`src/rtl/basic_rr_sched.sv`:
```
// basic_rr_sched: round-robin front end that shares one top_basic datapath
// among NUM_REQ requesters. One operation is in flight at a time: accept,
// issue a start pulse, wait for the datapath valid, then hold the tagged
// result until the consumer takes it.
// Optional feature macro: BASIC_RR_SCHED_TIMEOUT_EN adds a WAIT-state
// watchdog that completes a hung operation with rsp_err=1 after TIMEOUT cycles.

module basic_rr_sched #(
  parameter  int WIDTH   = 8,
  parameter  int NUM_REQ = 4,
  parameter  int TIMEOUT = 15,
  localparam int IDW     = $clog2(NUM_REQ)
) (
  input  logic                     clk,
  input  logic                     rst,
  input  logic [NUM_REQ-1:0]       req_valid,
  output logic [NUM_REQ-1:0]       req_ready,
  input  logic [NUM_REQ*WIDTH-1:0] req_a,
  input  logic [NUM_REQ*WIDTH-1:0] req_b,
  input  logic [NUM_REQ*WIDTH-1:0] req_c,
  output logic [WIDTH-1:0]         dp_a,
  output logic [WIDTH-1:0]         dp_b,
  output logic [WIDTH-1:0]         dp_c,
  output logic                     dp_start,
  input  logic                     dp_valid,
  input  logic [WIDTH-1:0]         dp_x,
  input  logic [WIDTH-1:0]         dp_y,
  output logic                     rsp_valid,
  input  logic                     rsp_ready,
  output logic [IDW-1:0]           rsp_id,
  output logic [WIDTH-1:0]         rsp_x,
  output logic [WIDTH-1:0]         rsp_y,
  output logic                     rsp_err,
  output logic                     busy
);

  typedef enum logic [1:0] {
    S_IDLE  = 2'd0,
    S_ISSUE = 2'd1,
    S_WAIT  = 2'd2,
    S_RESP  = 2'd3
  } state_t;

  // Elaboration-time guard against parameter values the design cannot honour
  if (NUM_REQ < 2 || TIMEOUT < 1 || TIMEOUT > 255) begin : g_param_check
    $error("basic_rr_sched: NUM_REQ must be >= 2 and TIMEOUT within 1..255");
  end

  state_t           state_q, state_d;
  logic [IDW-1:0]   ptr_q, ptr_d;
  logic [IDW-1:0]   id_q, id_d;
  logic [WIDTH-1:0] dp_a_q, dp_a_d;
  logic [WIDTH-1:0] dp_b_q, dp_b_d;
  logic [WIDTH-1:0] dp_c_q, dp_c_d;
  logic             dp_start_q, dp_start_d;
  logic             rsp_valid_q, rsp_valid_d;
  logic [WIDTH-1:0] rsp_x_q, rsp_x_d;
  logic [WIDTH-1:0] rsp_y_q, rsp_y_d;
  logic             busy_q, busy_d;

`ifdef BASIC_RR_SCHED_TIMEOUT_EN
  localparam logic [7:0] TIMEOUT_CNT = 8'(TIMEOUT);
  logic [7:0] cnt_q, cnt_d;
  logic       rsp_err_q, rsp_err_d;
`endif

  logic           grant_found;
  logic [IDW-1:0] grant_idx;
  logic [IDW-1:0] scan_idx;
  logic           accept;

  // Requester index reached by stepping 'off' places past 'base', wrapped
  function automatic logic [IDW-1:0] wrap_idx(input logic [IDW-1:0] base, input int off);
    int sum;
    sum = int'(base) + off;
    if (sum >= NUM_REQ) sum = sum - NUM_REQ;
    return IDW'(sum);
  endfunction

  // Round-robin search from ptr+1; scanning farthest-first lets the nearest hit win
  always_comb begin
    grant_found = 1'b0;
    grant_idx   = '0;
    scan_idx    = '0;
    for (int k = NUM_REQ; k >= 1; k--) begin
      scan_idx = wrap_idx(ptr_q, k);
      if (req_valid[scan_idx]) begin
        grant_found = 1'b1;
        grant_idx   = scan_idx;
      end
    end
  end

  // One-hot ready toward the granted requester, only while idle and out of reset
  always_comb begin
    req_ready = '0;
    accept    = !rst && (state_q == S_IDLE) && grant_found;
    for (int i = 0; i < NUM_REQ; i++) begin
      req_ready[i] = accept && (grant_idx == IDW'(i));
    end
  end

  // Next-state and next-output computation for the scheduler FSM
  always_comb begin
    state_d     = state_q;
    ptr_d       = ptr_q;
    id_d        = id_q;
    dp_a_d      = dp_a_q;
    dp_b_d      = dp_b_q;
    dp_c_d      = dp_c_q;
    dp_start_d  = 1'b0;
    rsp_valid_d = rsp_valid_q;
    rsp_x_d     = rsp_x_q;
    rsp_y_d     = rsp_y_q;
    busy_d      = busy_q;
`ifdef BASIC_RR_SCHED_TIMEOUT_EN
    cnt_d       = cnt_q;
    rsp_err_d   = rsp_err_q;
`endif
    case (state_q)
      S_IDLE: begin
        if (accept) begin
          dp_a_d     = req_a[int'(grant_idx)*WIDTH +: WIDTH];
          dp_b_d     = req_b[int'(grant_idx)*WIDTH +: WIDTH];
          dp_c_d     = req_c[int'(grant_idx)*WIDTH +: WIDTH];
          id_d       = grant_idx;
          ptr_d      = grant_idx;
          dp_start_d = 1'b1;
          busy_d     = 1'b1;
          state_d    = S_ISSUE;
        end
      end
      S_ISSUE: begin
        state_d = S_WAIT;
`ifdef BASIC_RR_SCHED_TIMEOUT_EN
        cnt_d   = 8'd0;
`endif
      end
      S_WAIT: begin
        if (dp_valid) begin
          rsp_x_d     = dp_x;
          rsp_y_d     = dp_y;
          rsp_valid_d = 1'b1;
          state_d     = S_RESP;
`ifdef BASIC_RR_SCHED_TIMEOUT_EN
          rsp_err_d   = 1'b0;
`endif
        end
`ifdef BASIC_RR_SCHED_TIMEOUT_EN
        else begin
          cnt_d = cnt_q + 8'd1;
          if (cnt_d == TIMEOUT_CNT) begin
            rsp_x_d     = '0;
            rsp_y_d     = '0;
            rsp_err_d   = 1'b1;
            rsp_valid_d = 1'b1;
            state_d     = S_RESP;
          end
        end
`endif
      end
      S_RESP: begin
        if (rsp_ready) begin
          rsp_valid_d = 1'b0;
          busy_d      = 1'b0;
          state_d     = S_IDLE;
        end
      end
      default: begin
        state_d = S_IDLE;
      end
    endcase
  end

  // State and registered outputs; reset clears everything and restarts priority at requester 0
  always_ff @(posedge clk or posedge rst) begin
    if (rst) begin
      state_q     <= S_IDLE;
      ptr_q       <= IDW'(NUM_REQ - 1);
      id_q        <= '0;
      dp_a_q      <= '0;
      dp_b_q      <= '0;
      dp_c_q      <= '0;
      dp_start_q  <= 1'b0;
      rsp_valid_q <= 1'b0;
      rsp_x_q     <= '0;
      rsp_y_q     <= '0;
      busy_q      <= 1'b0;
    end else begin
      state_q     <= state_d;
      ptr_q       <= ptr_d;
      id_q        <= id_d;
      dp_a_q      <= dp_a_d;
      dp_b_q      <= dp_b_d;
      dp_c_q      <= dp_c_d;
      dp_start_q  <= dp_start_d;
      rsp_valid_q <= rsp_valid_d;
      rsp_x_q     <= rsp_x_d;
      rsp_y_q     <= rsp_y_d;
      busy_q      <= busy_d;
    end
  end

`ifdef BASIC_RR_SCHED_TIMEOUT_EN
  // Watchdog counter and error flag registers
  always_ff @(posedge clk or posedge rst) begin
    if (rst) begin
      cnt_q     <= 8'd0;
      rsp_err_q <= 1'b0;
    end else begin
      cnt_q     <= cnt_d;
      rsp_err_q <= rsp_err_d;
    end
  end

  assign rsp_err = rsp_err_q;
`else
  assign rsp_err = 1'b0;
`endif

  assign dp_a      = dp_a_q;
  assign dp_b      = dp_b_q;
  assign dp_c      = dp_c_q;
  assign dp_start  = dp_start_q;
  assign rsp_valid = rsp_valid_q;
  assign rsp_id    = id_q;
  assign rsp_x     = rsp_x_q;
  assign rsp_y     = rsp_y_q;
  assign busy      = busy_q;

endmodule

```
`config.mk`:
```
export PLATFORM = sky130hd
export DESIGN_NAME = basic_rr_sched
export DESIGN_NICKNAME = d
export VERILOG_FILES = /design/src/rtl/basic_rr_sched.sv
export SDC_FILE = /design/constraint.sdc
export NUM_CORES = 1
export LEC_CHECK = 0
export CORE_UTILIZATION = 39
export CTS_BUF_LIST = sky130_fd_sc_hd__clkbuf_4 sky130_fd_sc_hd__clkbuf_8
export CTS_CLUSTER_DIAMETER = 120
export DETAILED_ROUTE_END_ITERATION = 8
export GPL_ROUTABILITY_DRIVEN = 0
export GPL_TIMING_DRIVEN = 0
export MAX_ROUTING_LAYER = met4
export PLACE_DENSITY = 0.82
export RECOVER_POWER = 25
export SYNTH_ARGS = -nofsm -noshare
export SYNTH_HDL_FRONTEND = slang
export SYNTH_SLANG_ARGS = --single-unit
```
`constraint.sdc`:
```
create_clock -name clk -period 3.99 [get_ports clk]
set_input_delay 0.798 -clock clk [delete_from_list [all_inputs] [get_ports clk]]
set_output_delay 0.798 -clock clk [all_outputs]
set_load 0.1 [all_outputs]
```
* Yosys cells after proc, flatten, opt, wreduce, memory -nomap -nowiden
Cells that the tools add are included.
** Cells by class
- Add/subtract/negate cells :: 8
- Order comparisons :: 8
- Equal/unequal tests :: 9
- Shift operators :: 3
- Muxes and demuxes :: 31
- Reduce and logical (&&, ||, !) cells :: 16
** Operators with widths (number)
- $shiftx A32 B6 Y8 :: 3
- $mux W2 :: 11
- $mux W1 :: 13
- $lt A2 B3 Y1 const B :: 4
- $ge A3 B3 Y1 const B :: 3
- $reduce_and A3 Y1 :: 3
- $bmux W1 S2 :: 4
- $eq A2 B2 Y1 const B :: 4
- $pmux W2 S4 :: 1
- $sub A2 B1 Y2 const B :: 4
- $add A2 B2 Y3 const B :: 2
- $logic_and A1 B1 Y1 :: 6
- $ne A2 B2 Y1 const B :: 3
- $add A2 B3 Y4 const B :: 1
- $eq A2 B1 Y1 const B :: 2
- $ge A4 B3 Y1 const B :: 1
- $logic_not A2 Y1 :: 2
- $pmux W1 S2 :: 2
- $reduce_and A2 Y1 :: 2
- $reduce_bool A2 Y1 :: 2
- $add A2 B1 Y3 const B :: 1
- $logic_not A1 Y1 :: 1
** Storage, ports and cells
- Flip-flop bits (word level) :: 49
- Input port bits :: 120
- Output and inout port bits :: 50
- Word-level logic and storage cells :: 86

* Longest topological paths before layout
- Word-level depth :: 12
- Mapped depth :: 9

* Worst setup path before layout
No wires, ideal clock.
- Path kind :: input to output
- From :: in rst
- To :: out req_ready[3]
- Arrival :: 3844 ps
- Path slack :: -652 ps
- Cell stages on the path :: 8
- Cells stage by stage :: inv_1 -> nand3_2 -> buf_6 -> inv_2 -> buf_6 -> buf_6 -> nand2_1 -> nor2_1
** Between the ends
- Longest elaborated chain between the ends :: 4
** RTL lines
- from (decl) :: line 15 : input logic rst,
- $logic_not A1 Y1 (no line)
- $logic_and A1 B1 Y1 (2 in a row) :: line 97 : accept = !rst && (state_q == S_IDLE) && grant_found;
- $logic_and A1 B1 Y1 :: line 99 : req_ready[i] = accept && (grant_idx == IDW'(i));
- to (decl) :: line 17 : output logic [NUM_REQ-1:0] req_ready,
No other way between the ends.

* Worst setup path in the final report
- From :: in rst
- To :: out req_ready[1]
The elaborated chain is that of the path after synthesis.

==> results.sh <==
export IMPL_rsz0062_at_grt="false"
export IMPL_status="completed"
export IMPL_antennaDiodeCount=0
export IMPL_synth_distinct_cells=43
export IMPL_arrival_ps=3010
export IMPL_period_share=0.956
export IMPL_final_common_cell="clkdlybuf4s50_1"
export IMPL_slew_viol_final=0
export IMPL_dieWidth_um=89.0
export IMPL_first_pass_iters=4
export IMPL_yosysSeqAreaShare=0.416
export IMPL_initial_core_util=0.405
export IMPL_worst_pin_slew_ps=1260
export IMPL_syn_to_final_growth_pct=67.1
export IMPL_multiInputGateArea_um2=1560
export IMPL_grt_total_usage=0.247
export IMPL_htree_levels=2
export IMPL_synth_edf_count=0
export IMPL_die_area_um2=7920
export IMPL_worstSetupStartpointType="input pin"
export IMPL_final_cell_area_um2=4930
export IMPL_crit_required_ps=3190
export IMPL_ctsHoldBuffers=0
export IMPL_cts_inserted_buffers=5
export IMPL_fin_ws_ps=178
export IMPL_ys_flop_type="dfrtp_1"
export IMPL_wirelength_um=9540
export IMPL_grt_pass1_wl_um=14500
export IMPL_cts_path_max_buffers=2
export IMPL_synth_area_um2=2950
export IMPL_max_clock_freq_mhz=262
export IMPL_antenna_left=0
export IMPL_design_core_area_um2=7290
export IMPL_drive_gt1_frac=0.136
export IMPL_hpwl_um=7000
export IMPL_cts_root_buf="clkbuf_8"
export IMPL_drt_initial_drc_count=109
export IMPL_drc=0
export IMPL_hold_path_class="reg -> reg"
export IMPL_power_leakage_uw=0.00205
export IMPL_yosys_warnings=0
export IMPL_skew_ps=7.04
export IMPL_synth_avg_cell_area_um2=10.0
export IMPL_synth_seq_cells=49
export IMPL_grt_max_degree=26
export IMPL_hold_slack_ps=498
export IMPL_preCtsSetupSlack_ps=-1130
export IMPL_path_clk_slew_ps=90
export IMPL_final_cell_mix="162 x clkdlybuf4s50_1, 47 x dfrtp_1, 24 x mux2i_1"
export IMPL_antenna_found_initial=0
export IMPL_wire_per_inst_um=16.5
export IMPL_end_kind="output port"
export IMPL_min_period_ps=3810
export IMPL_grt_pass1_vias=3062
export IMPL_relSlewSlack=0.159
export IMPL_power_density_nw_per_um2=897
export IMPL_filler_cell_count=630
export IMPL_io_pins=170
export IMPL_path_max_fanout=10
export IMPL_critPathKind="in -> out"
export IMPL_syn_num_nets=419
export IMPL_setup_viol=0
export IMPL_synth_cells=295
export IMPL_clock_latency_ps=300
export IMPL_maxCapViolCount=0
export IMPL_fp_dieH_um=89.0
export IMPL_final_nets=601
export IMPL_via_per_inst=5.24
export IMPL_grt_overflow_total=0
export IMPL_synth_async_reset_ratio=1.00
export IMPL_cts_tree="yes"
export IMPL_dpl_cell_area_um2=4760
export IMPL_cts_sinks=49
export IMPL_vias=3022
export IMPL_io_buffers=168
export IMPL_rows=31
export IMPL_seqCellArea_um2=1230
export IMPL_hold_viol_final=0
export IMPL_vdd_ir_drop_worst_mv=0.638
## area by class of cell
type	instances	share of cell area
timing repair buffer	173	0.344
tap	99	0.0251
multi-input combinational	216	0.316
inverter	9	0.00761
clock buffer	5	0.0140
buffer	21	0.0292
sequential	49	0.249
clock inverter	3	0.0132
timing repair inverter	2	0.00203
## flip-flops by register name, indices dropped and copies added (netlist names)
name       cells
dp_c           8
dp_start       1
dp_a           8
rsp_y          8
busy           1
ptr_q          2
rsp_id         2
state_q        2
rsp_valid      1
rsp_x          8
dp_b           8
## worst max-delay path, stage by stage
cell and delay (ps):
dlygate4sd3_1 650, clkinvlp_4 190, nand3_2 100, buf_6 160, inv_2 70, clkbuf_1 380
and3_1 230, buf_2 440
## per-layer routing
layer	wire length, um	vias up	global-route usage
met1	3810	1459	0.280
met4	192	0	0.0750
met3	587	18	0.0526
met5	0	-	-
met2	4950	105	0.438
li1	-	1440	-
## kinds of logic after synthesis
group                      after synthesis  share of synthesized area
AOI/OAI and AO/OA                       98                      0.235
and+or+nand+nor                         72                      0.123
DFF                                     49                      0.416
muxes                                   41                      0.148
buffers and inverters                   30                     0.0602
adders and majority gates                4                     0.0170
other                                    1                    0.00127
## path summary, 6_finish.rpt
path | startpoint | cells after the start | slack [ps] | endpoint
max reg2reg | ptr_q[1] | 7 | 1880 | dp_c[0]
min reg2reg | rsp_id[1] | 2 | 500 | rsp_id[1]
min in group asynchronous | rst | 3 | 1130 | state_q[1]
min | rsp_id[1] | 2 | 500 | rsp_id[1]
max in group asynchronous | rst | 2 | 2040 | dp_a[2]
max | rst | 8 | 180 | req_ready[1]
## report_power, final
part	internal [uW]	total [uW]	leakage [uW]	switching [uW]
combinational	925	3150	0.00145	2220
clock	249	420	0.0000681	171
sequential	729	855	0.000531	127
total	1900	4420	0.00205	2520
## per-stage QoR
stage | instances | power [uW] | TNS, ps | util
6_report | 577 | 4420 | 0 | 0.676
5_1_grt | 577 | 4610 | 0 | 0.676
4_1_cts | 572 | 4430 | 0 | 0.673
3_5_place_dp | 562 | 4000 | -4370 | 0.653
3_3_place_gp | 562 | 3950 | -4320 | 0.653
2_1_floorplan | 295 | 3220 | 0 | -
## synthesized netlist by cell type (2+ instances only)
library cell / instances / area (um^2)
inv_1: 8 / 30.0
nand2b_1: 6 / 37.5
and3_1: 2 / 12.5
mux2i_1: 24 / 240
clkbuf_1: 3 / 11.3
nand2_1: 17 / 63.8
dfrtp_1: 47 / 1180
o21ai_1: 13 / 65.1
nor2_1: 23 / 86.3
buf_4: 7 / 52.6
nor2b_1: 4 / 25.0
and2_1: 11 / 68.8
a21boi_0: 10 / 75.1
a21oi_1: 6 / 30.0
o31ai_1: 10 / 75.1
dfstp_2: 2 / 52.6
or2b_1: 5 / 37.5
buf_6: 4 / 45.0
o21ai_0: 17 / 85.1
buf_2: 7 / 35.0
ha_1: 4 / 50.1
a221oi_1: 14 / 123
mux2_2: 16 / 180
o22ai_1: 16 / 100
## what timing repair did
item                       4_1_cts  5_1_grt
gates cloned                     2        0
gates resized for setup         14        7
pin swaps                        0        0
buffers inserted                 0        5
setup endpoints to repair        4        4
(Power assumes the default switching activity.)
